==> config.mk <==
export PLATFORM = sky130hd
export DESIGN_NAME = pipeline_hazard_ctrl
export DESIGN_NICKNAME = d
export VERILOG_FILES = /design/src/rtl/pipeline_hazard_ctrl.sv
export SDC_FILE = /design/constraint.sdc
export NUM_CORES = 1
export LEC_CHECK = 0
export CAP_MARGIN = 20
export CORE_ASPECT_RATIO = 2
export CORE_UTILIZATION = 60
export DETAILED_ROUTE_END_ITERATION = 12
export DONT_BUFFER_PORTS = 1
export PLACE_DENSITY = 0.76
export SLEW_MARGIN = 40
export SYNTH_ARGS = -nofsm -noshare
export SYNTH_HDL_FRONTEND = slang
export SYNTH_SLANG_ARGS = --single-unit
==> constraint.sdc <==
create_clock -name clk -period 1.96 [get_ports clk]
set_input_delay 0.196 -clock clk [delete_from_list [all_inputs] [get_ports clk]]
set_output_delay 0.196 -clock clk [all_outputs]
set_load 0.005 [all_outputs]
==> src/rtl/pipeline_hazard_ctrl.sv <==
// Hazard, stall and flush controller for the five-stage pipeline.
// Shadows the destination registers of EXE/MEM/WB and derives bubbles, flushes and forwarding selects.
module pipeline_hazard_ctrl #(
  parameter int CNT_W = 16
) (
  input  logic             clk,
  input  logic             rst,
  input  logic             fwd_en,
  input  logic             mem_busy,
  input  logic [3:0]       id_src1,
  input  logic [3:0]       id_src2,
  input  logic             id_two_src,
  input  logic             id_wb_en,
  input  logic             id_mem_r_en,
  input  logic             id_b,
  input  logic [3:0]       id_dest,
  output logic             hazard,
  output logic             freeze,
  output logic             flush,
  output logic [1:0]       fwd_sel_a,
  output logic [1:0]       fwd_sel_b,
  output logic [CNT_W-1:0] stall_cnt,
  output logic [CNT_W-1:0] flush_cnt
);

  typedef struct packed {
    logic       v;
    logic [3:0] dest;
    logic       mr;
    logic       b;
  } slot_t;

  typedef struct packed {
    slot_t      base;
    logic [3:0] s1;
    logic [3:0] s2;
    logic       two;
  } slot_e_t;

  typedef enum logic [1:0] {
    SEL_RF  = 2'd0,
    SEL_MEM = 2'd1,
    SEL_WB  = 2'd2
  } fwd_sel_t;

  slot_e_t e_q;
  slot_t   m_q;
  slot_t   w_q;
  slot_e_t e_issue;
  logic    dep_e;
  logic    dep_m;
  logic    raw_hazard;
  logic    issue;

  // M.b and the W-stage mr/b are shadowed for completeness but never consulted.
  logic unused_fields;
  assign unused_fields = ^{m_q.b, w_q.mr, w_q.b};

  function automatic logic match(input logic [3:0] r, input slot_t s);
    return s.v && (s.dest == r);
  endfunction

  function automatic fwd_sel_t pick_src(input logic en, input logic [3:0] r,
                                        input slot_t m, input slot_t w);
    // A load in MEM has no data yet, so only WB may supply it.
    if (en && match(r, m) && !m.mr)
      return SEL_MEM;
    else if (en && match(r, w))
      return SEL_WB;
    else
      return SEL_RF;
  endfunction

  // NOTE: every output of a combinational block is defaulted first so no path can infer a latch.
  always_comb begin
    dep_e      = 1'b0;
    dep_m      = 1'b0;
    raw_hazard = 1'b0;
    flush      = 1'b0;
    hazard     = 1'b0;
    freeze     = 1'b0;
    issue      = 1'b0;
    fwd_sel_a  = SEL_RF;
    fwd_sel_b  = SEL_RF;

    dep_e      = match(id_src1, e_q.base) | (id_two_src & match(id_src2, e_q.base));
    dep_m      = match(id_src1, m_q)      | (id_two_src & match(id_src2, m_q));
    raw_hazard = fwd_en ? (dep_e & e_q.base.mr) : (dep_e | dep_m);

    flush  = e_q.base.b;
    hazard = raw_hazard & ~flush;
    freeze = hazard | mem_busy;
    issue  = ~hazard & ~flush & ~mem_busy;

    fwd_sel_a = pick_src(fwd_en, e_q.s1, m_q, w_q);
    fwd_sel_b = pick_src(fwd_en & e_q.two, e_q.s2, m_q, w_q);
  end

  always_comb begin
    e_issue.base.v    = id_wb_en;
    e_issue.base.dest = id_dest;
    e_issue.base.mr   = id_mem_r_en;
    e_issue.base.b    = id_b;
    e_issue.s1        = id_src1;
    e_issue.s2        = id_src2;
    e_issue.two       = id_two_src;
  end

  // NOTE: state is updated with non-blocking assignments so all slots shift from pre-edge values.
  always_ff @(posedge clk) begin
    if (rst) begin
      e_q       <= '0;
      m_q       <= '0;
      w_q       <= '0;
      stall_cnt <= '0;
      flush_cnt <= '0;
    end else if (!mem_busy) begin
      e_q <= issue ? e_issue : '0;
      m_q <= e_q.base;
      w_q <= m_q;
      if (hazard && (stall_cnt != '1))
        stall_cnt <= stall_cnt + CNT_W'(1);
      if (flush && (flush_cnt != '1))
        flush_cnt <= flush_cnt + CNT_W'(1);
    end
  end

endmodule

==> impl_metrics.csv <==
group,metric,value,unit
status,status,"finished clean",
power,power.density,710,nW/um^2
final_layout,drive_gt1_share,18.6,%
floorplan,die_h,99.9,microns
logic_synthesis,yosys-top-cells-area,"dfxtp_1 (41%), xnor2_1 (11%), nor2_1 (6.8%), a32oi_1 (4.6%), mux2i_1 (4.5%)",
routing,antenna_left,0,
logic_synthesis,synthXorXnorAreaFrac,13.7,%
floorplan,num_rows,35,
logic_synthesis,synth_top_area_share,41.1,%
routing,vias,2576,
place,gp_congestion,0.824,
logic_synthesis,synth_top_family_by_area,"simple AND/OR/NAND/NOR gates",
clock_tree,cts_max_level,3,
clock_tree,cts_buffers,9,
job,maxCapViolCount,0,
critical_path,worstSetupStartpointType,"flop",
critical_path,end_kind,"flop",
routing,viasPerCell,6.13,
floorplan,start_util,62.6,%
final_layout,syn2layout_area_growth,18.1,%
place,dpl.hpwl,4.90,mm
floorplan,fp.dieArea,5090,sq um
critical_path,cp_max_fo,10,
logic_synthesis,synthMuxAreaShare,5.57,%
clock_tree,clk_path_buf_depth,2,
floorplan,die_width,51.0,microns
power,power.leakage,1.25,nW
sta,hold_viol,0,
routing,routed_wl,7.29,mm
sta,drv_slew,0,
logic_synthesis,ys_seq_elements,59,
clock_tree,clkTransAtPathRegs,0.06,ns
sta,rsz0062_at_grt,"yes",
floorplan,core,4600,sq um
sta,setup_viol,0,
logic_synthesis,ys_seq_area_share,41.1,%
global_route,grt_overflow_total,0,
logic_synthesis,synth_compound_area_share,12.5,%
global_route,grt_pass1_wl,11.6,mm
logic_synthesis,syn_avg_cell_area,8.72,sq um
logic_synthesis,synthCells,330,
place,port_buffers,0,
clock_tree,clkLatencyLatePin,0.33,ns
critical_path,crit_type,"reg2reg",
min_path,hold_class,"in2reg",
clock_tree,cts_tree,"yes",
sta,min_period,1.95,ns
sta,setup_ws,0.00666,ns
logic_synthesis,synth_top_flop_cell,"dfxtp_1",
floorplan,io_pins,59,
routing,avgRoutedWirePerCell,17.4,microns
clock_tree,cts.sinks,59,
power,power,2.41,mW
logic_synthesis,yosys.area_share.adder,0.870,%
global_route,grt_max_degree,58,
critical_path,arrival,2.21,ns
logic_synthesis,syn-num-nets,352,
critical_path,required,2.22,ns
logic_synthesis,synth_top_area_cell,"dfxtp_1",
final_layout,antenna_cells,0,
sta,min_period_over_period,99.7,%
sta,clock.fmax,512,MHz
routing,firstDrtPassIters,4,
global_route,antenna_found_initial,0,
sta,tightest_slew,0.408,ns
power,vdd_drop_max,0.618,mV
routing,drc,0,
routing,drtIter0Drc,55,
sta,skew,0.00847,ns
global_route,grt_usage,30.5,%
clock_tree,root_buffer,"clkbuf_8",
logic_synthesis,synthArstFlopShare,0,%
sta,slew_headroom,72.6,%
logic_synthesis,yosys_warnings,0,
logic_synthesis,synth-edff-count,0,
logic_synthesis,syn_area,2880,sq um
place,dp_slack,-0.0124,ns
final_layout,nets,382,
logic_synthesis,synth-simple-area-share,22.4,%
global_route,grt_pass1_vias,2527,
logic_synthesis,synthDistinctLibCells,41,
==> cells in the mapped netlist, types with 2 or more instances <==
| cell type | instances |
|---|---|
| dfxtp_1 | 59 |
| nor2_1 | 52 |
| xnor2_1 | 36 |
| nand3_1 | 16 |
| a21oi_1 | 15 |
| a32oi_1 | 15 |
| mux2i_1 | 13 |
| nand2_1 | 13 |
| or3_1 | 12 |
| nand4_1 | 11 |
| clkbuf_1 | 10 |
| nor3_1 | 9 |
| xor2_1 | 9 |
| inv_1 | 6 |
| o21ai_1 | 6 |
| and3_1 | 5 |
| buf_2 | 5 |
| o21ai_0 | 5 |
| nor2b_1 | 3 |
| and4_1 | 2 |
| buf_6 | 2 |
| ha_1 | 2 |
| mux2_4 | 2 |
| nor4_1 | 2 |
| o2111ai_1 | 2 |
| o31ai_1 | 2 |
| or4_1 | 2 |
==> timing repair <==
item                                    in CTS  in global routing
buffers inserted                             1                  1
gates resized for setup                      9                  9
hold buffers                                 2                  0
endpoints found under the setup margin      13                 11
hold endpoints to repair                    57                  0
pin swaps                                    2                  4
==> path summary, 6_finish.rpt <==
path,start,endpoint,slack [ns],depth (start not counted)
max reg2reg,m_q[5],stall_cnt[6],0.007,8
min,mem_busy,e_q[4],0.01,2
min reg2reg,m_q[1],m_q[1],0.51,2
max,m_q[5],stall_cnt[6],0.007,8
==> cells by family after synthesis <==
| kind of cell | Yosys count |
|---|---|
| adders and majority gates | 2 |
| muxes | 15 |
| AOI/OAI and AO/OA | 53 |
| xor gates and xnor gates | 45 |
| and+or+nand+nor | 132 |
| DFF | 59 |
| buffers and inverters | 24 |
==> report_power, final <==
group	internal [mW]	switching, mW
combinational	0.0969	0.0923
sequential	1.22	0.0281
clock	0.525	0.446
total	1.85	0.566
==> per-layer routing <==
layer / global-route usage [%] / part of all wire [%]
met5: 0 / 0
met4: 13.9 / 2.9
met3: 9.70 / 5.3
met2: 55.8 / 56
met1: 29.7 / 36
==> placed cells by master (no fill, tap or decap), drive strengths merged, types with 9 or more instances in the layout <==
cell    synthesis  routed
nand3          16      16
a32oi          15      15
clkbuf         10      14
dfxtp          59      59
nand2          13      13
nand4          11      11
xor2            9       9
mux2i          13      13
o21ai          12      12
xnor2          36      36
nor3            9       9
a21oi          15      15
or3            12      12
nor2           52      52
buf             8      36
==> sequential cells by signal, indices dropped and copies added, names as in the netlist <==
register	cells
flush_cnt	16
stall_cnt	16
e_q	15
m_q	6
w_q	5
flush	1
==> area by class of cell <==
| class | instances | area (sq um) |
|---|---|---|
| repair buffers | 37 | 300 |
| fillers | 368 | 1200 |
| clock buffers | 14 | 163 |
| multi-input cells | 247 | 1640 |
| well taps | 55 | 68.8 |
| flip-flops and latches | 59 | 1190 |
| clock inverters | 2 | 10.0 |
| inverters | 6 | 22.5 |
==> critical path: stages, from the launching register on <==
cell	delay [ns]
dfxtp_2	0.34
xnor2_1	0.19
nand4_1	0.13
o22ai_2	0.27
buf_6	0.16
o21ai_4	0.10
buf_4	0.17
or3_1	0.36
a21oi_1	0.16
==> stage by stage <==
step | utilization [%] | instances | instance area [sq um] | hold WS (ns) | setup TNS, ns
after floorplan | - | 330 | 2880 | 0.344 | 0
after global placement | 67.5 | 400 | 3100 | 0.272 | -0.174
after detailed placement | 67.6 | 400 | 3110 | 0.274 | -0.0124
after CTS | 73.1 | 419 | 3360 | 0.000100 | 0
after global routing | 73.9 | 420 | 3400 | 0.00579 | -0.281
final | 73.9 | 420 | 3400 | 0.0148 | 0
(Power assumes the default switching activity.)
